File: config.mk
export PLATFORM = sky130hd
export DESIGN_NAME = in_wrapper
export DESIGN_NICKNAME = d
export VERILOG_FILES = /design/src/rtl/in_wrapper.sv
export SDC_FILE = /design/constraint.sdc
export NUM_CORES = 1
export LEC_CHECK = 0
export CAP_MARGIN = 30
export CORE_ASPECT_RATIO = 1.25
export CORE_MARGIN = 10
export CORE_UTILIZATION = 40
export CTS_CLUSTER_DIAMETER = 120
export DETAILED_ROUTE_END_ITERATION = 8
export PLACE_DENSITY = 0.74
export SLEW_MARGIN = 20
export SYNTH_ARGS = -nofsm -noshare
export SYNTH_HDL_FRONTEND = slang
export SYNTH_SLANG_ARGS = --single-unit
export TNS_END_PERCENT = 50
File: constraint.sdc
create_clock -name clk -period 2.9 [get_ports clk]
set_input_delay 0.29 -clock clk [delete_from_list [all_inputs] [get_ports clk]]
set_output_delay 0.29 -clock clk [all_outputs]
set_load 0.005 [all_outputs]
File: src/rtl/in_wrapper.sv
// Input-side bus wrapper for the FP unit: collects operands A then B over a
// 4-phase inReady/inAccepted handshake, starts the core and waits for doneFP.
//
// state  | meaning
// WAIT_A | idle, waiting for host request carrying operand A
// ACK_A  | A captured, acknowledging until host drops inReady
// WAIT_B | waiting for host request carrying operand B
// ACK_B  | B captured, acknowledging until host drops inReady
// START  | one-cycle start pulse to the FP core
// RUN    | core owns the operands until doneFP
module in_wrapper #(
  parameter int WIDTH = 32
) (
  input  logic             clk,
  input  logic             rst,
  input  logic [WIDTH-1:0] inBus,
  input  logic             inReady,
  input  logic             doneFP,
  output logic             inAccepted,
  output logic [WIDTH-1:0] opA,
  output logic [WIDTH-1:0] opB,
  output logic             startFP,
  output logic             busy
);

  typedef enum logic [2:0] {
    WAIT_A = 3'd0,
    ACK_A  = 3'd1,
    WAIT_B = 3'd2,
    ACK_B  = 3'd3,
    START  = 3'd4,
    RUN    = 3'd5
  } state_t;

  state_t state, state_next;
  logic   cap_a, cap_b;

  always_ff @(posedge clk or posedge rst) begin
    if (rst) state <= WAIT_A;
    else     state <= state_next;
  end

  // Operands are written only on the edge that leaves the matching WAIT state.
  always_ff @(posedge clk or posedge rst) begin
    if (rst) begin
      opA <= '0;
      opB <= '0;
    end else begin
      if (cap_a) opA <= inBus;
      if (cap_b) opB <= inBus;
    end
  end

  always_comb begin
    state_next = state;
    cap_a      = 1'b0;
    cap_b      = 1'b0;
    inAccepted = 1'b0;
    startFP    = 1'b0;
    busy       = 1'b0;
    case (state)
      WAIT_A: begin
        if (inReady) begin
          cap_a      = 1'b1;
          state_next = ACK_A;
        end
      end
      ACK_A: begin
        inAccepted = 1'b1;
        if (!inReady) state_next = WAIT_B;
      end
      WAIT_B: begin
        if (inReady) begin
          cap_b      = 1'b1;
          state_next = ACK_B;
        end
      end
      ACK_B: begin
        inAccepted = 1'b1;
        if (!inReady) state_next = START;
      end
      START: begin
        startFP    = 1'b1;
        busy       = 1'b1;
        state_next = RUN;
      end
      RUN: begin
        busy = 1'b1;
        if (doneFP) state_next = WAIT_A;
      end
      default: state_next = WAIT_A;
    endcase
  end

endmodule
==> impl_metrics.tcl, run 1 <==
set metrics [dict create \
    status "finished clean" \
    htreeDepth 3 \
    max_cap_viol_count 0 \
    report.final.setup_viol 0 \
    final_max_slew_viol_count 0 \
    cts_setup_buffers 0 \
    timing.hold.ws_ns 0.348 \
    final_layout_size_suffix_gt1_share_pct 32.7 \
    worst_ir_drop_vdd_mv 0.643 \
    clkLatencyLatePin_ns 0.32 \
    postPlaceCellArea_um2 3690 \
    clock_tree_from_tritoncts "yes" \
    static-leakage-power_nw 1.63 \
    power.net_switching_mw 1.17 \
    grt_first_pass_wirelength_um 9960 \
    grt_use_met3_pct 7.16 \
    final_routed_wire_length_divided_by_cell_count_um 17.5 \
    setup-tns-final_ns 0 \
    dr_total_vias 1643 \
    routed_wl_um 6190 \
    slew_headroom_pct 60.1 \
    post-route-cell-area_um2 3920 \
    design.die.area_um2 10100 \
    numClockSinks 67 \
    drt_iter0_markers 40 \
    num_antenna_cells 0 \
    grt_util_met1_pct 12.3 \
    antenna_found_initial 0 \
    detail-route-antenna-nets 0 \
    synthToLayoutAreaGrowth_pct 52.4 \
    critical_path.max_fanout 5 \
    share_clk_of_total_power_pct 19.2 \
    worstPathArrival_ns 1.70 \
    yosys_warnings 0 \
    final-hold-violation-count 0 \
    ctsRootBufferMaster "sky130_fd_sc_hd__clkbuf_8" \
    worst_setup_hold_path_clk_slew_ns 0.07 \
    first_global_vias 1884 \
    synth_area_um2 2570 \
    max_freq_mhz 502 \
    groute.layer.met2.usage_pct 21.9 \
    post_syn_nets 188 \
    initial_core_util_pct 41.5 \
    drt_pre_antenna_iters 2 \
    synth_top_cells_by_area "sky130_fd_sc_hd__dfrtp_1, sky130_fd_sc_hd__mux2_2, sky130_fd_sc_hd__buf_6" \
    intPower_mw 3.24 \
    grt_start_max_net_pins 41 \
    synth_top_area_share_pct 65.2 \
    track_usage_pct 12.6 \
    drt_drc_violations_left 0 \
    rsz0062_at_grt "no" \
    finClkSkew_ns 0.00799 \
    vias_per_cell 4.64 \
    timing_worst_slew_pin_value_ns 0.597 \
    finalWorstPathRequiredPeriod_ns 1.99 \
    cts-buffers-inserted 9 \
    cts_hold_repair.buffers 0 \
    proportion_of_power_drawn_by_combinational_gates_pct 42.9 \
    critPathLaunchType "register" \
    die_x_um 91.7 \
    synth_cell_types 16 \
    synthesis.area_per_instance_um2 16.9 \
    top_level_ports 103 \
    min-delay-path-class "input pin to asynchronous set/reset pin" \
    die_h_um 110 \
    swShare_pct 26.6 \
    place_hpwl_um 4820 \
    num-fill-cells 494 \
    placeableCoreArea_um2 6210 \
    combined_area_of_the_multi_input_logic_cells_um2 832 \
    power.density_nw_per_um2 1130 \
    global_route.peak_usage_layer "met2" \
    synth.ff_latch_count 67 \
    cts.path.max_buffers 2 \
    register_area_um2 1680 \
    crit_type "register to output port" \
    placement_rows 32 \
    yosysSeqAreaShare_pct 65.2 \
    cts-resized-gates 0 \
    nNetsFinal 300 \
    synth_cells 152 \
    numPortBuffers 102 \
    post_route_fraction_of_the_period_consumed_by_the_critical_path_pct 68.7 \
    gp_congestion 0.684 \
    required_ns 2.61 \
    pwr-share-seq_pct 37.9 \
    endpoint_kind "output port" \
    synth_largest_area_cell "sky130_fd_sc_hd__dfrtp_1" \
    globalRoute.totalOverflow 0 \
]
power by group through the flow:
| stage | logic [mW] | registers, mW | clock network [mW] |
|---|---|---|---|
| after global routing | 2.05 | 1.74 | 0.923 |
| final | 1.90 | 1.67 | 0.848 |
| after global placement | 1.92 | 1.67 | 0 |
| after floorplan | 0.712 | 1.71 | 0 |
| after detailed placement | 1.94 | 1.69 | 0 |
| after CTS | 1.95 | 1.68 | 0.882 |
final timing paths:
path | start | end | slack (ns) | cells after the start
min in group clk | state[2] | state[1] | 0.48 | 1
max reg2reg | state[2] | opB[22] | 1.34 | 4
min | rst | opA[18] | 0.35 | 2
min reg2reg | state[2] | state[1] | 0.48 | 1
max | state[1] | startFP | 0.91 | 3
max in group asynchronous | rst | state[0] | 1.93 | 3
routing by layer:
metal | share of wire, % | routed length [µm] | vias to the layer above
met5 | 0 | 0 | -
met4 | 0.92 | 57 | 0
met3 | 11 | 679 | 5
met2 | 53 | 3270 | 53
met1 | 35 | 2190 | 830
li1 | - | - | 755
stage by stage:
stage / instances / setup slack (ns) / utilization [%] / power [mW]
after floorplan: 152 / 0.927 / - / 2.42
after global routing: 354 / 0.779 / 63.2 / 4.71
after CTS: 354 / 0.876 / 63.2 / 4.51
final: 354 / 0.908 / 63.2 / 4.42
after detailed placement: 338 / 0.971 / 59.5 / 3.63
after global placement: 338 / 1.02 / 59.5 / 3.58
flip-flops by register name (all words and copies together), names as in the netlist:
| register | flops |
|---|---|
| opB | 32 |
| state | 3 |
| opA | 32 |
worst max-delay path: stages (launching register included):
cell	delay, ns
sky130_fd_sc_hd__dfrtp_1	0.46
sky130_fd_sc_hd__and2b_2	0.27
sky130_fd_sc_hd__nor2b_1	0.13
sky130_fd_sc_hd__clkdlybuf4s50_1	0.51
layout by cell type, fill, tap and decap left out:
cell type,n
sky130_fd_sc_hd__dfrtp_1,67
sky130_fd_sc_hd__clkinvlp_4,2
sky130_fd_sc_hd__mux2_2,62
sky130_fd_sc_hd__clkinv_2,1
sky130_fd_sc_hd__inv_1,1
sky130_fd_sc_hd__a32o_1,1
sky130_fd_sc_hd__nor3b_4,1
sky130_fd_sc_hd__nand2b_4,1
sky130_fd_sc_hd__xnor2_1,1
sky130_fd_sc_hd__buf_12,1
sky130_fd_sc_hd__clkdlybuf4s50_1,102
sky130_fd_sc_hd__inv_2,1
sky130_fd_sc_hd__nand2_1,3
sky130_fd_sc_hd__nor3_4,1
sky130_fd_sc_hd__clkinv_4,1
sky130_fd_sc_hd__clkbuf_8,10
sky130_fd_sc_hd__mux2_1,2
sky130_fd_sc_hd__bufinv_16,2
sky130_fd_sc_hd__and2b_2,1
sky130_fd_sc_hd__nor2_1,1
sky130_fd_sc_hd__nor2b_1,2
sky130_fd_sc_hd__buf_4,4
sky130_fd_sc_hd__and2b_1,1
Yosys cell counts, drive strengths merged:
library cell,count
buf,6
xnor2,1
nor2,1
nor3,1
mux2,64
nand2,3
nor2b,2
a32o,1
nor3b,1
inv,2
and2b,2
nand2b,1
dfrtp,67
cell families (layout without fill, tap and decap cells):
group                     after synthesis  after routing  share of synthesized area (%)
buffers and inverters                   8            125                           2.48
xor gates and xnor gates                1              1                          0.341
and+or+nand+nor                        11             11                           3.60
AOI/OAI and AO/OA                       1              1                          0.389
DFF                                    67             67                           65.2
muxes                                  64             64                           28.0
layout make-up:
type                            count  area share [%]
Clock inverter                      6            2.27
Multi-Input combinational cell     77            21.2
Timing Repair Buffer              107            27.3
Clock buffer                       10            3.51
Tap cell                           85            2.71
Sequential cell                    67            42.8
Inverter                            2           0.192
No activity file was read; power rests on OpenSTA's default activity.
==> run 2, diff against run 1 <==
==> constraint.sdc (replaced) <==
create_clock -name clk -period 2 [get_ports clk]
set_input_delay 0.2 -clock clk [delete_from_list [all_inputs] [get_ports clk]]
set_output_delay 0.2 -clock clk [all_outputs]
set_load 0.005 [all_outputs]
==> run 2 against run 1 <==
- clock skew down 0.0028 ns
- sequential cell count unchanged
- worst hold slack worse by 0.11 ns
- global-route usage about the same
- critical path type unchanged
- die area unchanged
- combinational power up 44%
- power up 40%
- core utilization down 0.62 points
- clock power up 19%
==> impl_metrics.tcl, run 2 (same netlist as run 1, synthesis figures left out) <==
set metrics [dict create \
    pwr-share-seq_pct 39.2 \
    status "finished clean" \
    reg_top3 "opA (32), opB (32), state (3)" \
    worst_ir_drop_vdd_mv 0.864 \
    die_x_um 91.7 \
    report.final.setup_viol 0 \
    htreeDepth 3 \
    die_h_um 110 \
    cts_setup_buffers 0 \
    power.density_nw_per_um2 1590 \
    first_global_vias 1886 \
    endpoint_kind "output port" \
    grt_first_pass_wirelength_um 10000 \
    crit_type "register to output port" \
    timing.reg2reg.setup_slack_ns 0.46 \
    globalRoute.totalOverflow 0 \
    post_route_fraction_of_the_period_consumed_by_the_critical_path_pct 94.0 \
    finalWorstPathRequiredPeriod_ns 1.88 \
    final_routed_wire_length_divided_by_cell_count_um 17.3 \
    initial_core_util_pct 41.5 \
    min-delay-path-class "input pin to asynchronous set/reset pin" \
    detail-route-antenna-nets 0 \
    synthToLayoutAreaGrowth_pct 50.9 \
    dp_cells 339 \
    numClockSinks 67 \
    required_ns 1.80 \
    cts-resized-gates 0 \
    final_common_cell "sky130_fd_sc_hd__clkdlybuf4s50_1" \
    critPathLaunchType "register" \
    gp_congestion 0.691 \
    nNetsFinal 301 \
    worstPathArrival_ns 1.68 \
    top_level_ports 103 \
    timing_worst_slew_pin_value_ns 0.528 \
    place_hpwl_um 4770 \
    register_area_um2 1680 \
    critical_path.max_fanout 5 \
    worst_setup_hold_path_clk_slew_ns 0.07 \
    mostFrequentLayoutCells "sky130_fd_sc_hd__clkdlybuf4s50_1, sky130_fd_sc_hd__dfrtp_1, sky130_fd_sc_hd__mux2_2" \
    max_cap_viol_count 0 \
    cts-buffers-inserted 9 \
    swShare_pct 26.8 \
    drt_drc_violations_left 0 \
    layout.cells.non_filler 354 \
    power.net_switching_mw 1.65 \
    grt_start_max_net_pins 38 \
    dr_total_vias 1642 \
    proportion_of_power_drawn_by_combinational_gates_pct 44.5 \
    clkLatencyLatePin_ns 0.32 \
    num_antenna_cells 0 \
    design.die.area_um2 10100 \
    numPortBuffers 102 \
    ctsRootBufferMaster "sky130_fd_sc_hd__clkbuf_8" \
    clock_tree_from_tritoncts "yes" \
    routed_wl_um 6130 \
    finClkSkew_ns 0.00522 \
    drt_pre_antenna_iters 2 \
    final_max_slew_viol_count 0 \
    rsz0062_at_grt "no" \
    max_freq_mhz 532 \
    static-leakage-power_nw 1.62 \
    final-hold-violation-count 0 \
    track_usage_pct 12.6 \
    num-fill-cells 494 \
    setup-tns-final_ns 0 \
    share_clk_of_total_power_pct 16.3 \
    cts_hold_repair.buffers 0 \
    placement_rows 32 \
    final_layout_size_suffix_gt1_share_pct 32.7 \
    cts.path.max_buffers 2 \
    combined_area_of_the_multi_input_logic_cells_um2 832 \
    vias_per_cell 4.64 \
    placeableCoreArea_um2 6210 \
    slew_headroom_pct 64.8 \
    finalCoreUtilization_pct 62.5 \
    drt_iter0_markers 46 \
    intPower_mw 4.51 \
    antenna_found_initial 0 \
]
==> run 2: cell type report <==
type / instances / share of cell area (%)
clock buffers: 13 / 4.35
clock inverters: 2 / 0.258
inverters: 2 / 0.193
multi-input cells: 77 / 21.4
flip-flops and latches: 67 / 43.2
well taps: 85 / 2.74
repair buffers: 108 / 27.8
==> run 2: path summary, 6_finish.rpt <==
path	from	end	cells after the start
worst max register to register	state[2]	opB[17]	4
worst min register to register	state[2]	state[1]	1
worst max-delay path	state[1]	startFP	3
worst min-delay path	rst	opB[15]	2
min in group clk	state[2]	state[1]	1
max in group asynchronous	rst	state[1]	3
==> run 2: critical path, stage by stage (launching register included) <==
cell                              delay [ns]
sky130_fd_sc_hd__dfrtp_2                0.45
sky130_fd_sc_hd__and2b_2                0.26
sky130_fd_sc_hd__nor2b_1                0.13
sky130_fd_sc_hd__clkdlybuf4s50_1        0.51
==> run 2: power groups by stage <==
stage | Clock (mW) | Combinational [mW] | Sequential [mW]
after floorplan | 0 | 1.03 | 2.48
final | 1.01 | 2.74 | 2.42
after global routing | 1.10 | 2.96 | 2.53
after detailed placement | 0 | 2.81 | 2.45
after CTS | 1.04 | 2.82 | 2.43
after global placement | 0 | 2.78 | 2.42
==> run 2: metal layers <==
metal  global-route usage, %  wire length, µm  part of all wire [%]  vias up
met3                    6.89              637                    10        7
li1                        -                -                     -      756
met2                    21.2             3220                    53       61
met1                    13.1             2210                    36      818
met5                       0                0                     0        -
met4                    4.64               68                   1.1        0
==> run 2: metrics by stage <==
stage               worst slack (ns)  total power [mW]  hold WS, ns  cell area, µm²
floorplan                      0.117              3.51        0.335            2570
global placement               0.200              5.20        0.461            3700
detailed placement             0.178              5.27        0.471            3700
CTS                           0.0704              6.29        0.245            3880
global route                  0.0106              6.59        0.291            3880
finish                         0.121              6.16        0.241            3880
